$ cat src/rtl/gshare_predictor.sv
// Fetch-stage direction predictor: table of saturating counters indexed bimodally or gshare-style,
// with a speculative global history register, checkpoint recovery and a post-reset init sweep.
module gshare_predictor #(
   parameter int FETCH_W = 2,
   parameter int ABITS   = 10,
   parameter int HBITS   = 8,
   parameter int CBITS   = 2,
   parameter int HASH    = 1
) (
   input  logic               clock_i,
   input  logic               reset_i,
   input  logic               we_i,
   input  logic [31:0]        pc_i,
   output logic [FETCH_W-1:0] pred_o,
   output logic [HBITS-1:0]   hist_o,
   output logic               ready_o,
   input  logic               spec_valid_i,
   input  logic               spec_taken_i,
   input  logic               upd_valid_i,
   input  logic [31:0]        upd_pc_i,
   input  logic [HBITS-1:0]   upd_hist_i,
   input  logic               upd_taken_i,
   input  logic               recover_i,
   input  logic [HBITS-1:0]   recover_hist_i
);

   localparam int DEPTH = 1 << ABITS;
   localparam logic [CBITS-1:0] WEAK_NT = CBITS'((1 << (CBITS - 1)) - 1);
   localparam logic [CBITS-1:0] CTR_MAX = '1;

   typedef enum logic {
      ST_INIT,
      ST_RUN
   } state_t;

   state_t           state_q, state_d;
   logic [ABITS-1:0] ptr_q, ptr_d;
   logic [HBITS-1:0] ghr_q, ghr_d, ghr_shift;
   logic [HBITS-1:0] hist_q;
   logic [ABITS-1:0] base_q;

   logic [CBITS-1:0] ctr_mem [DEPTH];

   logic             tbl_we;
   logic [ABITS-1:0] tbl_waddr;
   logic [CBITS-1:0] tbl_wdata;

   logic [ABITS-1:0] upd_idx;
   logic [CBITS-1:0] upd_ctr, upd_next;

   logic unused_pc_bits;
   assign unused_pc_bits = ^{pc_i[31:ABITS+2], pc_i[1:0], upd_pc_i[31:ABITS+2], upd_pc_i[1:0]};

   // Slot offset wraps at the table top before the history is folded in.
   function automatic logic [ABITS-1:0] index_f(input logic [ABITS-1:0] base,
                                                input logic [HBITS-1:0] hist,
                                                input logic [ABITS-1:0] slot);
      logic [ABITS-1:0] idx;
      idx = base + slot;
      if (HASH != 0) idx = idx ^ ABITS'(hist);
      return idx;
   endfunction

   generate
      if (HBITS == 1) begin : g_ghr1
         assign ghr_shift = spec_taken_i;
      end else begin : g_ghrn
         assign ghr_shift = {ghr_q[HBITS-2:0], spec_taken_i};
      end
   endgenerate

   assign upd_idx = index_f(upd_pc_i[ABITS+1:2], upd_hist_i, '0);
   assign upd_ctr = ctr_mem[upd_idx];

   always_comb begin
      upd_next = upd_ctr;
      if (upd_taken_i && upd_ctr != CTR_MAX) upd_next = upd_ctr + CBITS'(1);
      else if (!upd_taken_i && upd_ctr != '0) upd_next = upd_ctr - CBITS'(1);
   end

   // Next-state / table write port: the sweep owns the port until RUN.
   always_comb begin
      state_d   = state_q;
      ptr_d     = ptr_q;
      ghr_d     = ghr_q;
      tbl_we    = 1'b0;
      tbl_waddr = '0;
      tbl_wdata = '0;
      case (state_q)
         ST_INIT: begin
            tbl_we    = 1'b1;
            tbl_waddr = ptr_q;
            tbl_wdata = WEAK_NT;
            ptr_d     = ptr_q + ABITS'(1);
            if (ptr_q == '1) state_d = ST_RUN;
         end
         ST_RUN: begin
            if (upd_valid_i) begin
               tbl_we    = 1'b1;
               tbl_waddr = upd_idx;
               tbl_wdata = upd_next;
            end
            if (recover_i) ghr_d = recover_hist_i;
            else if (spec_valid_i && we_i) ghr_d = ghr_shift;
         end
         default: state_d = ST_INIT;
      endcase
   end

   always_ff @(posedge clock_i or posedge reset_i) begin
      if (reset_i) begin
         state_q <= ST_INIT;
         ptr_q   <= '0;
         ghr_q   <= '0;
         base_q  <= '0;
         hist_q  <= '0;
      end else begin
         state_q <= state_d;
         ptr_q   <= ptr_d;
         ghr_q   <= ghr_d;
         if (state_q == ST_RUN && we_i) begin
            base_q <= pc_i[ABITS+1:2];
            hist_q <= ghr_q;
         end
      end
   end

   always_ff @(posedge clock_i) begin
      if (tbl_we) ctr_mem[tbl_waddr] <= tbl_wdata;
   end

   generate
      for (genvar k = 0; k < FETCH_W; k++) begin : g_slot
         logic [CBITS-1:0] slot_ctr;
         assign slot_ctr  = ctr_mem[index_f(base_q, hist_q, ABITS'(k))];
         assign pred_o[k] = (state_q == ST_RUN) && slot_ctr[CBITS-1];
      end
   endgenerate

   assign hist_o  = hist_q;
   assign ready_o = (state_q == ST_RUN);

endmodule

$ cat config.mk
export PLATFORM = sky130hd
export DESIGN_NAME = gshare_predictor
export DESIGN_NICKNAME = d
export VERILOG_FILES = /design/src/rtl/gshare_predictor.sv
export SDC_FILE = /design/constraint.sdc
export NUM_CORES = 2
export LEC_CHECK = 0
export CAP_MARGIN = 30
export CORE_ASPECT_RATIO = 0.9
export CORE_UTILIZATION = 31
export DETAILED_ROUTE_END_ITERATION = 7
export HOLD_SLACK_MARGIN = 0.05
export RECOVER_POWER = 50
export SLEW_MARGIN = 20
export SYNTH_ARGS = -nofsm -noshare
export SYNTH_HDL_FRONTEND = slang
export SYNTH_SLANG_ARGS = --single-unit
$ cat constraint.sdc
create_clock -name clock_i -period 57.1 [get_ports clock_i]
set_input_delay 17.13 -clock clock_i [delete_from_list [all_inputs] [get_ports clock_i]]
set_output_delay 17.13 -clock clock_i [all_outputs]
set_load 0.01 [all_outputs]
==> impl_summary.log <==
INFO  metric synthesis.area_per_instance = 14.5 um^2
INFO  metric setup-violations-final = 0
INFO  metric postCtsResizedCells = 0
INFO  metric max_stage_delay = 5.33 ns
INFO  metric setup-tns-final = 0 ns
INFO  metric worst-path-max-fanout = between 200 and 250
INFO  metric worstSkewPairLatency = 0.90 ns
INFO  metric worst_r2r_endpoint = ctr_mem[842][1]
INFO  metric criticalPathCategory = in -> reg
INFO  metric period_minus_slack = approximately 38 ns
INFO  metric clock_tree_from_tritoncts = done
INFO  metric final_antenna_net_count = 0
INFO  metric fin_worst_skew = roughly 0.07 ns
INFO  metric maxCapViolCount = 65
INFO  metric asyncSetResetFlopFracSynth = about 1.8%
INFO  metric htree_levels = 4
INFO  metric post_synth_inst_count = 7,017
INFO  metric die_area = 329,000 um^2
INFO  metric cts.root.buffer_cell = clkbuf_16
INFO  metric failed_checks = max-capacitance violations, max-slew violations
INFO  metric power_density = 28.8 nW/um^2
INFO  metric post_synthesis_net_count = approximately 7,100
INFO  metric grt_antenna_before_repair = 24
INFO  metric finish.cell_count_without_fillers = between 10,000 and 15,000
INFO  metric timing.hold.worst.start = ghr_q[7]
INFO  metric cp_data_arrival_time = around 38 ns
INFO  metric leakagePower = 34.3 nW
INFO  metric whs_path_depth = 2
INFO  metric synth_enable_flop_cells = ~2,000
INFO  metric rrSetupSlack = 49.62 ns
INFO  metric initial_core_util = 31.3%
INFO  metric mostFrequentLayoutCell = edfxtp_1
INFO  metric synth-seq-cells = 2,085
INFO  metric drtPass1Iterations = 6
INFO  metric final_max_slew_viol_count = 1,486
INFO  metric end_kind = register
INFO  metric critical_path.cell_chain = dlygate4sd3_1 -> xnor2_4 -> clkbuf_1 -> clkbuf_1 -> clkbuf_1 -> buf_4 -> buf_4 -> mux4_2 -> a22o_1 -> a221oi_1 -> a31oi_1 -> o21ai_0 -> and4_1 -> nor4_4 -> inv_1 -> ha_1 -> nor2_1 -> a211oi_1 -> a211oi_4 -> buf_12 -> buf_6 -> buf_4 -> buf_4 -> buf_16
INFO  metric via_count = 68,762
INFO  metric path_clk_slew = 0.06 ns
INFO  metric critPathSlowestCell = clkbuf_1
INFO  metric clockBufferDepth = 3
INFO  metric grt.total_usage = 21.5%
INFO  metric grt_pass1_wl = 505,000 um
INFO  metric fmaxAchievable = 26.6 MHz
INFO  metric worst_slew_pin_slew = 7.69 ns
INFO  metric number_of_global_route_vias_before_repair = 67,133
INFO  metric critical-path-top-cell-by-count = buf_4
INFO  metric holdPathEnd = ghr_q[7]
INFO  metric cts_setup_buffers = 0
INFO  metric netlist_area = 101,000 um^2
INFO  metric cts_sinks = around 2,100
INFO  metric drc = 0
INFO  metric dp_hpwl = 213,000 um
INFO  metric grt_max_degree = ~270
INFO  metric route.detailed.wl_per_inst = roughly 32 um
INFO  metric worst_ep_required_time = 57.75 ns
INFO  metric fp.coreArea = 324,000 um^2
INFO  metric maxSlewHeadroom = -413%
INFO  metric areaGrowthSynthToFinish = 12.7%
INFO  metric place_congestion = 0.911
INFO  metric rows = 198
INFO  metric ys.warnings.count = 0
INFO  metric finalHoldViolCount = 0
INFO  metric rsz0062_at_grt = no
INFO  metric holdCritPathClass = reg -> reg
INFO  metric mostFrequentLayoutCells = edfxtp_1, nand2_1, nor2_1
INFO  metric global_route.overflow_total = 0
INFO  metric finished_core_util = 35.2%
INFO  metric io_pins = slightly below 100
INFO  metric detail_route.iter0.violations = 11,582
INFO  metric drive_above_1_share = around a fifth
INFO  metric launch_instance_of_the_worst_register_to_register_path = ctr_mem[807][1]
INFO  metric crit_path_start = upd_hist_i[0]
INFO  metric yosys.cell_types.count = 60
INFO  metric post-route-period-util = about 66%
INFO  metric portBuffers = 54
INFO  metric nNetsFinal = 6,993
INFO  metric dp_cells = ~11,000
INFO  metric postRouteWirelength = around 360,000 um
INFO  metric cts_hold_buf = 0
INFO  metric status = finished, violations left
INFO  metric cts_made_buffers = 210
INFO  metric total_power = 3.29 mW
INFO  metric peakVddDrop = roughly 0.034 mV
INFO  metric ys_dominant_reg_cell = edfxtp_1
INFO  metric worst_r2r_path_depth = 17
INFO  metric worstSetupStartpointType = primary input
INFO  metric fp.dieW = just over 600 um
INFO  metric seq_area_frac_synth = 61.6%
INFO  metric vias_per_cell = between 6 and 7
INFO  metric die_y = 545 um
[flip-flops by register name, summed over array words and instances (netlist names)]
signal / flops
ctr_mem: 2048
base_q: 10
ready_o: 1
ptr_q: 10
hist_o: 8
ghr_q: 8
[Yosys cell counts, types with 36 or more instances]
cell type | n | share of area [%]
a221oi_1 | 42 | 0.36
a22o_1 | 38 | 0.33
a22oi_1 | 50 | 0.37
a31oi_1 | 126 | 0.78
a32oi_1 | 102 | 0.88
buf_1 | 36 | 0.13
buf_2 | 142 | 0.70
buf_4 | 68 | 0.50
clkbuf_1 | 362 | 1.3
dfrtp_1 | 37 | 0.91
edfxtp_1 | 2048 | 61
mux2i_1 | 126 | 1.2
mux4_2 | 854 | 19
nand2_1 | 1144 | 4.2
nand3_1 | 363 | 1.8
nand4_1 | 132 | 0.81
nor2_1 | 1087 | 4.0
[metrics by stage]
stage	hold WS (ns)	instance area, um^2	setup slack, ns
after CTS	0.491	115000	29.52
after global placement	0.469	107000	28.47
final	0.479	114000	19.57
after detailed placement	0.477	108000	28.61
after floorplan	0.446	101000	7.03
after global routing	0.520	114000	18.86
[critical path: cells and delay by family]
family	cells	cell delay (ns)
adders and majority gates	1	0.24
AOI/OAI and AO/OA	6	1.81
buffers and inverters	12	17.21
muxes	1	0.60
and+or+nand+nor	3	0.55
xor gates and xnor gates	1	0.15
[cell families after synthesis]
kind of cell	after synthesis	synth area share [%]
AND/OR/NAND/NOR	2776	11.2
flip-flops	2085	61.6
multiplexers	1002	20.5
buffers and inverters	628	2.82
AO/OA/AOI/OAI	473	3.47
XOR/XNOR	49	0.457
adder cells (fa/ha/maj)	4	0.0494
[area by class of cell]
class / count / area [um^2]
Fill cell: 30531 / 210000
Sequential cell: 2085 / 62400
Multi-Input combinational cell: 4304 / 36600
Clock buffer: 248 / 5440
Tap cell: 4300 / 5380
Timing Repair Buffer: 289 / 2820
Clock inverter: 136 / 1560
Inverter: 11 / 41.3
Antenna cell: 14 / 35.0
[power breakdown]
part           internal (mW)  switching [mW]
Clock                  0.809           0.623
Sequential              1.65               0
Combinational         0.0589           0.149
Total                   2.52           0.771
[layer usage]
layer	part of all wire [%]	vias to the layer above	GRT usage [%]
li1	-	27143	-
met1	36	35300	28.1
met2	44	5338	32.1
met3	15	977	6.76
met4	5.8	4	11.4
met5	0.0075	-	0
[worst max-delay path by stage]
stage / end / slack [ns] / cells past startpoint
after floorplan: ctr_mem[0][0] / 7.03 / 15
after global placement: ctr_mem[498][1] / 28.47 / 22
after detailed placement: ctr_mem[499][1] / 28.61 / 23
after CTS: ctr_mem[875][1] / 29.52 / 23
after global routing: ctr_mem[853][1] / 18.86 / 24
final: ctr_mem[842][1] / 19.57 / 24
(Power assumes the default switching activity.)
